`config.mk`:
```
export PLATFORM = sky130hd
export DESIGN_NAME = tick_period_monitor_flat
export DESIGN_NICKNAME = d
export VERILOG_FILES = /design/src/rtl/tick_period_monitor_if.sv /design/src/rtl/tick_period_monitor.sv /design/src/flat_wrapper.sv
export SDC_FILE = /design/constraint.sdc
export NUM_CORES = 1
export LEC_CHECK = 0
export BUFFER_PORTS_ARGS = -buffer_cell sky130_fd_sc_hd__buf_2
export CELL_PAD_IN_SITES_DETAIL_PLACEMENT = 1
export CELL_PAD_IN_SITES_GLOBAL_PLACEMENT = 2
export CORE_MARGIN = 2
export CORE_UTILIZATION = 34
export CTS_BUF_LIST = sky130_fd_sc_hd__clkbuf_2 sky130_fd_sc_hd__clkbuf_4 sky130_fd_sc_hd__clkbuf_8
export CTS_CLUSTER_SIZE = 8
export DETAILED_ROUTE_END_ITERATION = 12
export PLACE_DENSITY = 0.9
export SLEW_MARGIN = 30
export SYNTH_ARGS = -nofsm -noshare
export SYNTH_HDL_FRONTEND = slang
export SYNTH_SLANG_ARGS = --single-unit
```
`constraint.sdc`:
```
create_clock -name clk_in -period 1.7 [get_ports clk_in]
set_input_delay 0.34 -clock clk_in [delete_from_list [all_inputs] [get_ports clk_in]]
set_output_delay 0.34 -clock clk_in [all_outputs]
set_load 0.02 [all_outputs]
```
`src/rtl/tick_period_monitor_if.sv`:
```
// Slow-clock monitor bundle: slow clock and fault clear in, edge/period/lock/fault status out.
// master drives the slow clock side; slave is the monitor itself.
interface tick_period_monitor_if #(
    parameter int CNT_W = 26
);
    logic             slow_clk;
    logic             clear_faults;
    logic             edge_pulse;
    logic [CNT_W-1:0] period;
    logic             period_valid;
    logic             locked;
    logic             fault_fast;
    logic             fault_slow;
    logic             fault_stuck;

    modport master (
        output slow_clk, clear_faults,
        input  edge_pulse, period, period_valid, locked,
        input  fault_fast, fault_slow, fault_stuck
    );

    modport slave (
        input  slow_clk, clear_faults,
        output edge_pulse, period, period_valid, locked,
        output fault_fast, fault_slow, fault_stuck
    );
endinterface

```
`src/rtl/tick_period_monitor.sv`:
```
// Measures each slow_clk period in clk_in cycles, tracks lock and sticky fast/slow/stuck faults.
// Strobes land 3 cycles after slow_clk is first sampled high; status-only outputs, no backpressure.
module tick_period_monitor #(
    parameter int EXPECTED = 12_500_000,
    parameter int TOL      = 125_000,
    parameter int LOCK_N   = 4,
    parameter int CNT_W    = 26
) (
    input logic                  clk_in,
    input logic                  reset,
    tick_period_monitor_if.slave mon
);

    localparam logic [CNT_W-1:0] WIN_LO  = CNT_W'(EXPECTED - TOL);
    localparam logic [CNT_W-1:0] WIN_HI  = CNT_W'(EXPECTED + TOL);
    localparam logic [CNT_W-1:0] TMO     = CNT_W'(2 * EXPECTED);
    localparam logic [CNT_W-1:0] CNT_MAX = '1;
    localparam logic [CNT_W-1:0] CNT_ONE = CNT_W'(1);
    localparam int               GW      = $clog2(LOCK_N + 1);
    localparam logic [GW-1:0]    GOOD_MAX = GW'(LOCK_N);

    typedef enum logic [1:0] {
        IDLE   = 2'd0,
        ARMED  = 2'd1,
        LOCKED = 2'd2
    } state_t;

    state_t           state_q, state_d;
    logic             s1_q, s2_q, s3_q, rise_q;
    logic [CNT_W-1:0] cnt_q, cnt_d;
    logic [GW-1:0]    good_q, good_d;
    logic [CNT_W-1:0] period_q, period_d;
    logic             edge_q, edge_d;
    logic             pvld_q, pvld_d;
    logic             fast_q, fast_d;
    logic             slow_q, slow_d;
    logic             stuck_q, stuck_d;
    logic             set_fast, set_slow, set_stuck;

    // Two-flop synchronizer plus history flop; the edge is registered once more
    // so every status output moves on the same clk_in edge.
    always_ff @(posedge clk_in or negedge reset) begin
        if (!reset) begin
            s1_q   <= 1'b0;
            s2_q   <= 1'b0;
            s3_q   <= 1'b0;
            rise_q <= 1'b0;
        end else begin
            s1_q   <= mon.slow_clk;
            s2_q   <= s1_q;
            s3_q   <= s2_q;
            rise_q <= s2_q & ~s3_q;
        end
    end

    always_ff @(posedge clk_in or negedge reset) begin
        if (!reset) begin
            state_q  <= IDLE;
            cnt_q    <= '0;
            good_q   <= '0;
            period_q <= '0;
            edge_q   <= 1'b0;
            pvld_q   <= 1'b0;
            fast_q   <= 1'b0;
            slow_q   <= 1'b0;
            stuck_q  <= 1'b0;
        end else begin
            state_q  <= state_d;
            cnt_q    <= cnt_d;
            good_q   <= good_d;
            period_q <= period_d;
            edge_q   <= edge_d;
            pvld_q   <= pvld_d;
            fast_q   <= fast_d;
            slow_q   <= slow_d;
            stuck_q  <= stuck_d;
        end
    end

    always_comb begin
        state_d   = state_q;
        cnt_d     = cnt_q;
        good_d    = good_q;
        period_d  = period_q;
        edge_d    = 1'b0;
        pvld_d    = 1'b0;
        set_fast  = 1'b0;
        set_slow  = 1'b0;
        set_stuck = 1'b0;

        case (state_q)
            IDLE: begin
                cnt_d  = '0;
                good_d = '0;
                // First edge only starts the measurement; there is no period yet.
                if (rise_q) begin
                    edge_d  = 1'b1;
                    cnt_d   = CNT_ONE;
                    state_d = ARMED;
                end
            end
            ARMED, LOCKED: begin
                cnt_d = (cnt_q == CNT_MAX) ? cnt_q : cnt_q + 1'b1;
                if (rise_q) begin
                    edge_d   = 1'b1;
                    pvld_d   = 1'b1;
                    period_d = cnt_q;
                    cnt_d    = CNT_ONE;
                    if (cnt_q < WIN_LO) begin
                        set_fast = 1'b1;
                        good_d   = '0;
                        state_d  = ARMED;
                    end else if (cnt_q > WIN_HI) begin
                        set_slow = 1'b1;
                        good_d   = '0;
                        state_d  = ARMED;
                    end else begin
                        good_d = (good_q == GOOD_MAX) ? good_q : good_q + 1'b1;
                        if (good_d == GOOD_MAX) begin
                            state_d = LOCKED;
                        end
                    end
                end else if (cnt_q >= TMO) begin
                    set_stuck = 1'b1;
                    good_d    = '0;
                    cnt_d     = '0;
                    state_d   = IDLE;
                end
            end
            default: begin
                state_d = IDLE;
                cnt_d   = '0;
                good_d  = '0;
            end
        endcase

        // A fault raised in the same cycle as clear_faults survives the clear.
        fast_d  = set_fast  | (fast_q  & ~mon.clear_faults);
        slow_d  = set_slow  | (slow_q  & ~mon.clear_faults);
        stuck_d = set_stuck | (stuck_q & ~mon.clear_faults);
    end

    assign mon.edge_pulse   = edge_q;
    assign mon.period_valid = pvld_q;
    assign mon.period       = period_q;
    assign mon.locked       = (state_q == LOCKED);
    assign mon.fault_fast   = fast_q;
    assign mon.fault_slow   = slow_q;
    assign mon.fault_stuck  = stuck_q;

endmodule

```
`src/flat_wrapper.sv`:
```
// flat-port wrapper written by rule: the top's interface ports become plain ports
module tick_period_monitor_flat 
#(
    parameter int EXPECTED = 12_500_000,
    parameter int TOL      = 125_000,
    parameter int LOCK_N   = 4,
    parameter int CNT_W    = 26
)
  (clk_in, reset, mon_slow_clk, mon_clear_faults, mon_edge_pulse, mon_period, mon_period_valid, mon_locked, mon_fault_fast, mon_fault_slow, mon_fault_stuck);
  tick_period_monitor_if #(.CNT_W(CNT_W)) mon_i ();
  input logic clk_in;
  input logic reset;
  input wire logic [$bits(mon_i.slow_clk)-1:0] mon_slow_clk;
  input wire logic [$bits(mon_i.clear_faults)-1:0] mon_clear_faults;
  output wire logic [$bits(mon_i.edge_pulse)-1:0] mon_edge_pulse;
  output wire logic [$bits(mon_i.period)-1:0] mon_period;
  output wire logic [$bits(mon_i.period_valid)-1:0] mon_period_valid;
  output wire logic [$bits(mon_i.locked)-1:0] mon_locked;
  output wire logic [$bits(mon_i.fault_fast)-1:0] mon_fault_fast;
  output wire logic [$bits(mon_i.fault_slow)-1:0] mon_fault_slow;
  output wire logic [$bits(mon_i.fault_stuck)-1:0] mon_fault_stuck;
  assign mon_i.slow_clk = mon_slow_clk;
  assign mon_i.clear_faults = mon_clear_faults;
  assign mon_edge_pulse = mon_i.edge_pulse;
  assign mon_period = mon_i.period;
  assign mon_period_valid = mon_i.period_valid;
  assign mon_locked = mon_i.locked;
  assign mon_fault_fast = mon_i.fault_fast;
  assign mon_fault_slow = mon_i.fault_slow;
  assign mon_fault_stuck = mon_i.fault_stuck;
  tick_period_monitor #(.EXPECTED(EXPECTED), .TOL(TOL), .LOCK_N(LOCK_N), .CNT_W(CNT_W)) u_core (.clk_in(clk_in), .reset(reset), .mon(mon_i));
endmodule
```
### Word level (Yosys, flattened, before mapping)

Cells that the tools add are included.

| cells by class | value |
|---|---|
| $lt $le $gt $ge | 3 |
| mux-type cells | 31 |
| add/subtract/negate cells | 2 |
| reduce and logical (&&, ||, !) cells | 5 |
| bitwise operators | 9 |
| equality and inequality tests | 9 |

Operator list:

| operator | number |
|---|---|
| $mux 26 | 3 |
| $pmux 26 s2 | 1 |
| $add 26x1->26 const B | 1 |
| $eq 26x26->1 const B | 1 |
| $ge 26x25->1 const B | 1 |
| $gt 26x24->1 const B | 1 |
| $lt 26x24->1 const B | 1 |
| $mux 3 | 6 |
| $mux 1 | 14 |
| $mux 2 | 6 |
| $eq 3x3->1 const B | 2 |
| $ne 5x5->1 const B | 1 |
| $and 1x1->1 | 4 |
| $ne 4x3->1 const B | 1 |
| $pmux 2 s2 | 1 |
| $add 3x1->3 const B | 1 |
| $ne 3x1->1 const B | 1 |
| $or 1x1->1 | 3 |
| $reduce_and 3->1 | 1 |
| $reduce_or 3->1 | 1 |
| $eq 2x1->1 const B | 1 |
| $eq 2x2->1 const B | 1 |
| $logic_not 2->1 | 1 |
| $ne 2x1->1 const B | 1 |
| 3 further kinds | 4 |

| word-level totals | value |
|---|---|
| bits of input ports | 4 |
| output and inout bits | 32 |
| register bits | 66 |

### Depth between registers and ports, before layout

| depth | value |
|---|---|
| word-level depth | 8 |
| depth in mapped cells | 8 |
| gate-level depth less buffers | 7 |

### Worst setup path before layout

No wires, ideal clock.

| timing | value |
|---|---|
| path kind | register to register |
| start | register u_core.cnt_q[11] |
| end | register u_core.state_q[0] |
| arrival time | 1806 ps |
| period minus slack after synthesis | 1930 ps |
| slack | -230 ps |
| library setup time | 124 ps |
| cell stages (with the launch flop) | 8 |
| buffers on the path | 1 |
| path through | dfrtp_1 -> buf_4 -> or3_4 -> nor4b_4 -> o311ai_2 -> a31oi_4 -> a31oi_1 -> a211o_1 |

| between the ends | value |
|---|---|
| longest elaborated chain between the ends | 5 |

Ends and longest elaborated chain:

| item | line | source |
|---|---|---|
| start: declaration | tick_period_monitor.sv:30 | `logic [CNT_W-1:0] cnt_q, cnt_d;` |
| start signal: assignment | tick_period_monitor.sv:69 | `cnt_q <= cnt_d;` |
| $gt 26x24->1 | tick_period_monitor.sv:113 | `end else if (cnt_q > WIN_HI) begin` |
| $mux 2 | tick_period_monitor.sv:113 |  |
| $mux 2 | tick_period_monitor.sv:109 | `if (cnt_q < WIN_LO) begin` |
| $mux 2 | tick_period_monitor.sv:104 | `if (rise_q) begin` |
| $pmux 2 s2 | tick_period_monitor.sv:91 | `case (state_q)` |
| end signal: assignment | tick_period_monitor.sv:68 | `state_q <= state_d;` |
| end: declaration | tick_period_monitor.sv:28 | `state_t state_q, state_d;` |

Parallel ways exist; a longest one is shown, timed or not.
A chain may end at the register's enable or synchronous reset.

### Worst setup path in the final report

| timing | value |
|---|---|
| start | register u_core.cnt_q[21] |
| end | register u_core.state_q[0] |

The elaborated chain is that of the path after synthesis.

==> out/results.ini <==
[floorplan]
die_w_um=100.2
start_util=0.3456
fp.dieH_um=100.2
dieArea_um2=10050
core-area_um2=9109
ioPinCount=36
num_rows=35

[detailed_routing]
wl_per_cell_um=18.51
ant_nets=0
top_layer=met4
vias=2940
drtIter0Drc=90
wl_met2_um=5339
wirelength_um=10700
drc=0
wl_met3_um=328
wl_met1_um=4727
post_drt_via_cell_ratio=5.087
firstDrtPassIters=4

[setup_path]
crit_cells=7
critical_path_class=flop to flop
crit_family=simple AND/OR/NAND/NOR gates
cp-end-kind=flop
timing.rr.end=u_core.state_q[0]
ff2ff_setup_slack_ns=-0.26
start_kind=flop
worstReg2RegStart=u_core.cnt_q[21]
crit_buf_inv=1
slowest_delay_ns=0.41
r2r_cells=7
cp_max_fo=5
crit_slowest_cell=dfrtp_1
critical_path_required_ns=1.94
path_cells=nor4_2, buf_4, nor3b_4, nand4_1, o21ai_4, a31oi_1, a211o_1
cp.arrival_ns=2.20

[yosys]
ys_warn_count=0
synthTopCellsByArea=dfrtp_1, nand2_1, nor2_1, xnor2_1, ha_1
synthCells=341
yosysTopAreaCellShare=0.5246
ys_ff_latch=66
synth.avg_cell_area_um2=9.232
syn_area_um2=3148
synth_edf_count=0
seq_area_frac_synth=0.5246
async_flop_share=1.000
syn-num-nets=353
ys.flop_type=dfrtp_1
yosysUniqueCellTypes=47
yosysTopAreaCell=dfrtp_1

[finish]
stdcell_count=578
final_nets=474
area_delta_synth_final_pct=49.28
drive_gt1_frac=0.4347
multi_input_area_um2=1692
n_antenna_cell=0
fillers=1040
seq_area_um2=1654

[placement]
dp_hpwl_um=6191
port_buffers=35
pre_cts_ws_ns=-0.2475
placed_cells=545
gp_congestion=0.8751

[pwr]
power_density_nw_per_um2=785.5
p_total_mw=3.691
max-vdd-ir-drop_mv=0.3316
cellLeakagePower_nw=2.267

[clocking]
cts_sinks=66
clockRootBuffer=clkbuf_8
cts.path.max_buffers=2
worstSkewPairLatency_ns=0.35
cts_tree=done
numCtsBuffers=9
hold_buffers=0
cts_htree_levels=3
clkSlewWorstSetupHoldPaths_ns=0.07

[hold_path]
min_path_type=input pin to asynchronous set/reset pin

[job]
max_cap_violations=0

[run_status]
status=complete, but fails checks
violations=negative hold slack, negative setup slack

[global_route]
grt_use_total=0.1922
grt_pass1_vias=3014
grt_max_degree=67
grt_pass1_wl_um=15150
antenna_found_initial=0
grt_overflow=0

[sta]
maxSlewViolCount=0
min_period_over_period=1.153
clock_skew_ns=0.01196
hold_ws_ns=-0.01361
max_freq_mhz=510.4
hold_violations=15
setup_viol=30
grt_setup_unrepaired=true
period_minus_slack_ns=1.959
layout_setup_ws_ns=-0.2594

[worst max path at each step]
stage	from	to	slack (ns)
floorplan	u_core.cnt_q[16]	u_core.state_q[0]	-0.12
global placement	u_core.cnt_q[4]	u_core.good_q[0]	-0.19
detailed placement	u_core.cnt_q[11]	u_core.state_q[0]	-0.25
CTS	u_core.cnt_q[16]	u_core.good_q[0]	-0.17
global route	u_core.cnt_q[21]	u_core.state_q[0]	-0.30
finish	u_core.cnt_q[21]	u_core.state_q[0]	-0.26
[flip-flops by register name, indices dropped and copies added (netlist names)]
signal	count
u_core.rise_q	1
u_core.s1_q	1
u_core.cnt_q	26
u_core.mon.edge_pulse	1
u_core.s3_q	1
u_core.s2_q	1
u_core.mon.fault_fast	1
u_core.state_q	2
u_core.mon.period_valid	1
u_core.mon.fault_stuck	1
u_core.mon.fault_slow	1
u_core.good_q	3
u_core.mon.period	26
[synthesized netlist by cell type, drive strengths merged (2+ instances only)]
| cell type | instances |
|---|---|
| nand3 | 10 |
| nand4 | 6 |
| nand2 | 89 |
| and4 | 2 |
| nor4 | 3 |
| o21a | 2 |
| a21oi | 9 |
| o22ai | 3 |
| a31oi | 5 |
| a211o | 2 |
| nand2b | 3 |
| nor3b | 2 |
| xnor2 | 13 |
| clkbuf | 11 |
| inv | 12 |
| o21ai | 11 |
| and2 | 3 |
| buf | 5 |
| xor2 | 9 |
| nor3 | 7 |
| nor2 | 35 |
| and3 | 6 |
| ha | 8 |
| or3 | 2 |
| dfrtp | 66 |
| nor2b | 2 |
[metal layers]
layer | global-route usage | vias to the layer above
met2 | 0.3041 | 67
met5 | 0 | -
met1 | 0.2582 | 1478
met3 | 0.03691 | 25
li1 | - | 1370
met4 | 0.08114 | 0
[cells by family after synthesis]
| logic type | Yosys count | share of synthesized area |
|---|---|---|
| buf+inv | 29 | 0.03696 |
| simple gates | 174 | 0.2532 |
| flops | 66 | 0.5246 |
| other cells | 1 | 0.001191 |
| fa+ha+maj | 8 | 0.03180 |
| compound gates | 41 | 0.09102 |
| xor+xnor | 22 | 0.06121 |
[timing repair]
item	in CTS	in global routing
buffers inserted	8	6
resized for setup	34	41
pin swaps	15	20
cloned	0	3
endpoints found under the setup margin	33	33
[layout make-up]
cell class              count  share of cell area
clock buffers              14             0.03701
multi-input cells         246              0.3600
clock inverters             2            0.007455
inverters                  13             0.01038
flip-flops and latches     66              0.3520
well taps                 111             0.02955
repair buffers            126              0.2037
[through the flow]
step	setup TNS, ns	util	area [um2]	hold slack, ns
3_5_place_dp	-2.396	0.4400	4008	0.3363
6_report	-2.298	0.5159	4700	-0.01361
2_1_floorplan	-0.2319	-	3173	0.04441
5_1_grt	-4.030	0.5159	4700	0.01639
3_3_place_gp	-0.9027	0.4400	4008	0.3385
4_1_cts	-0.8205	0.4850	4418	0.01387
[cells in the final DEF, fill, tap and decap left out, types with 5 or more instances in the layout]
cell type  count
nand4_1        6
xor2_1         8
nand2_1       87
nor2_2        11
o21ai_0        6
buf_4         79
nor2_1        21
xnor2_1       12
buf_2         35
nand3_1        5
dfrtp_1       64
a21oi_1        6
inv_1         12
and3_1         5
buf_6          7
clkbuf_8      11
ha_1           5
[power by group]
group	internal (mW)	switching [mW]	leakage (nW)	total, mW
combinational	0.243	0.369	1.25	0.612
clock	0.806	0.609	0.111	1.41
sequential	1.63	0.0326	0.901	1.66
total	2.68	1.01	2.27	3.69
Power figures use the tool's default switching activity.
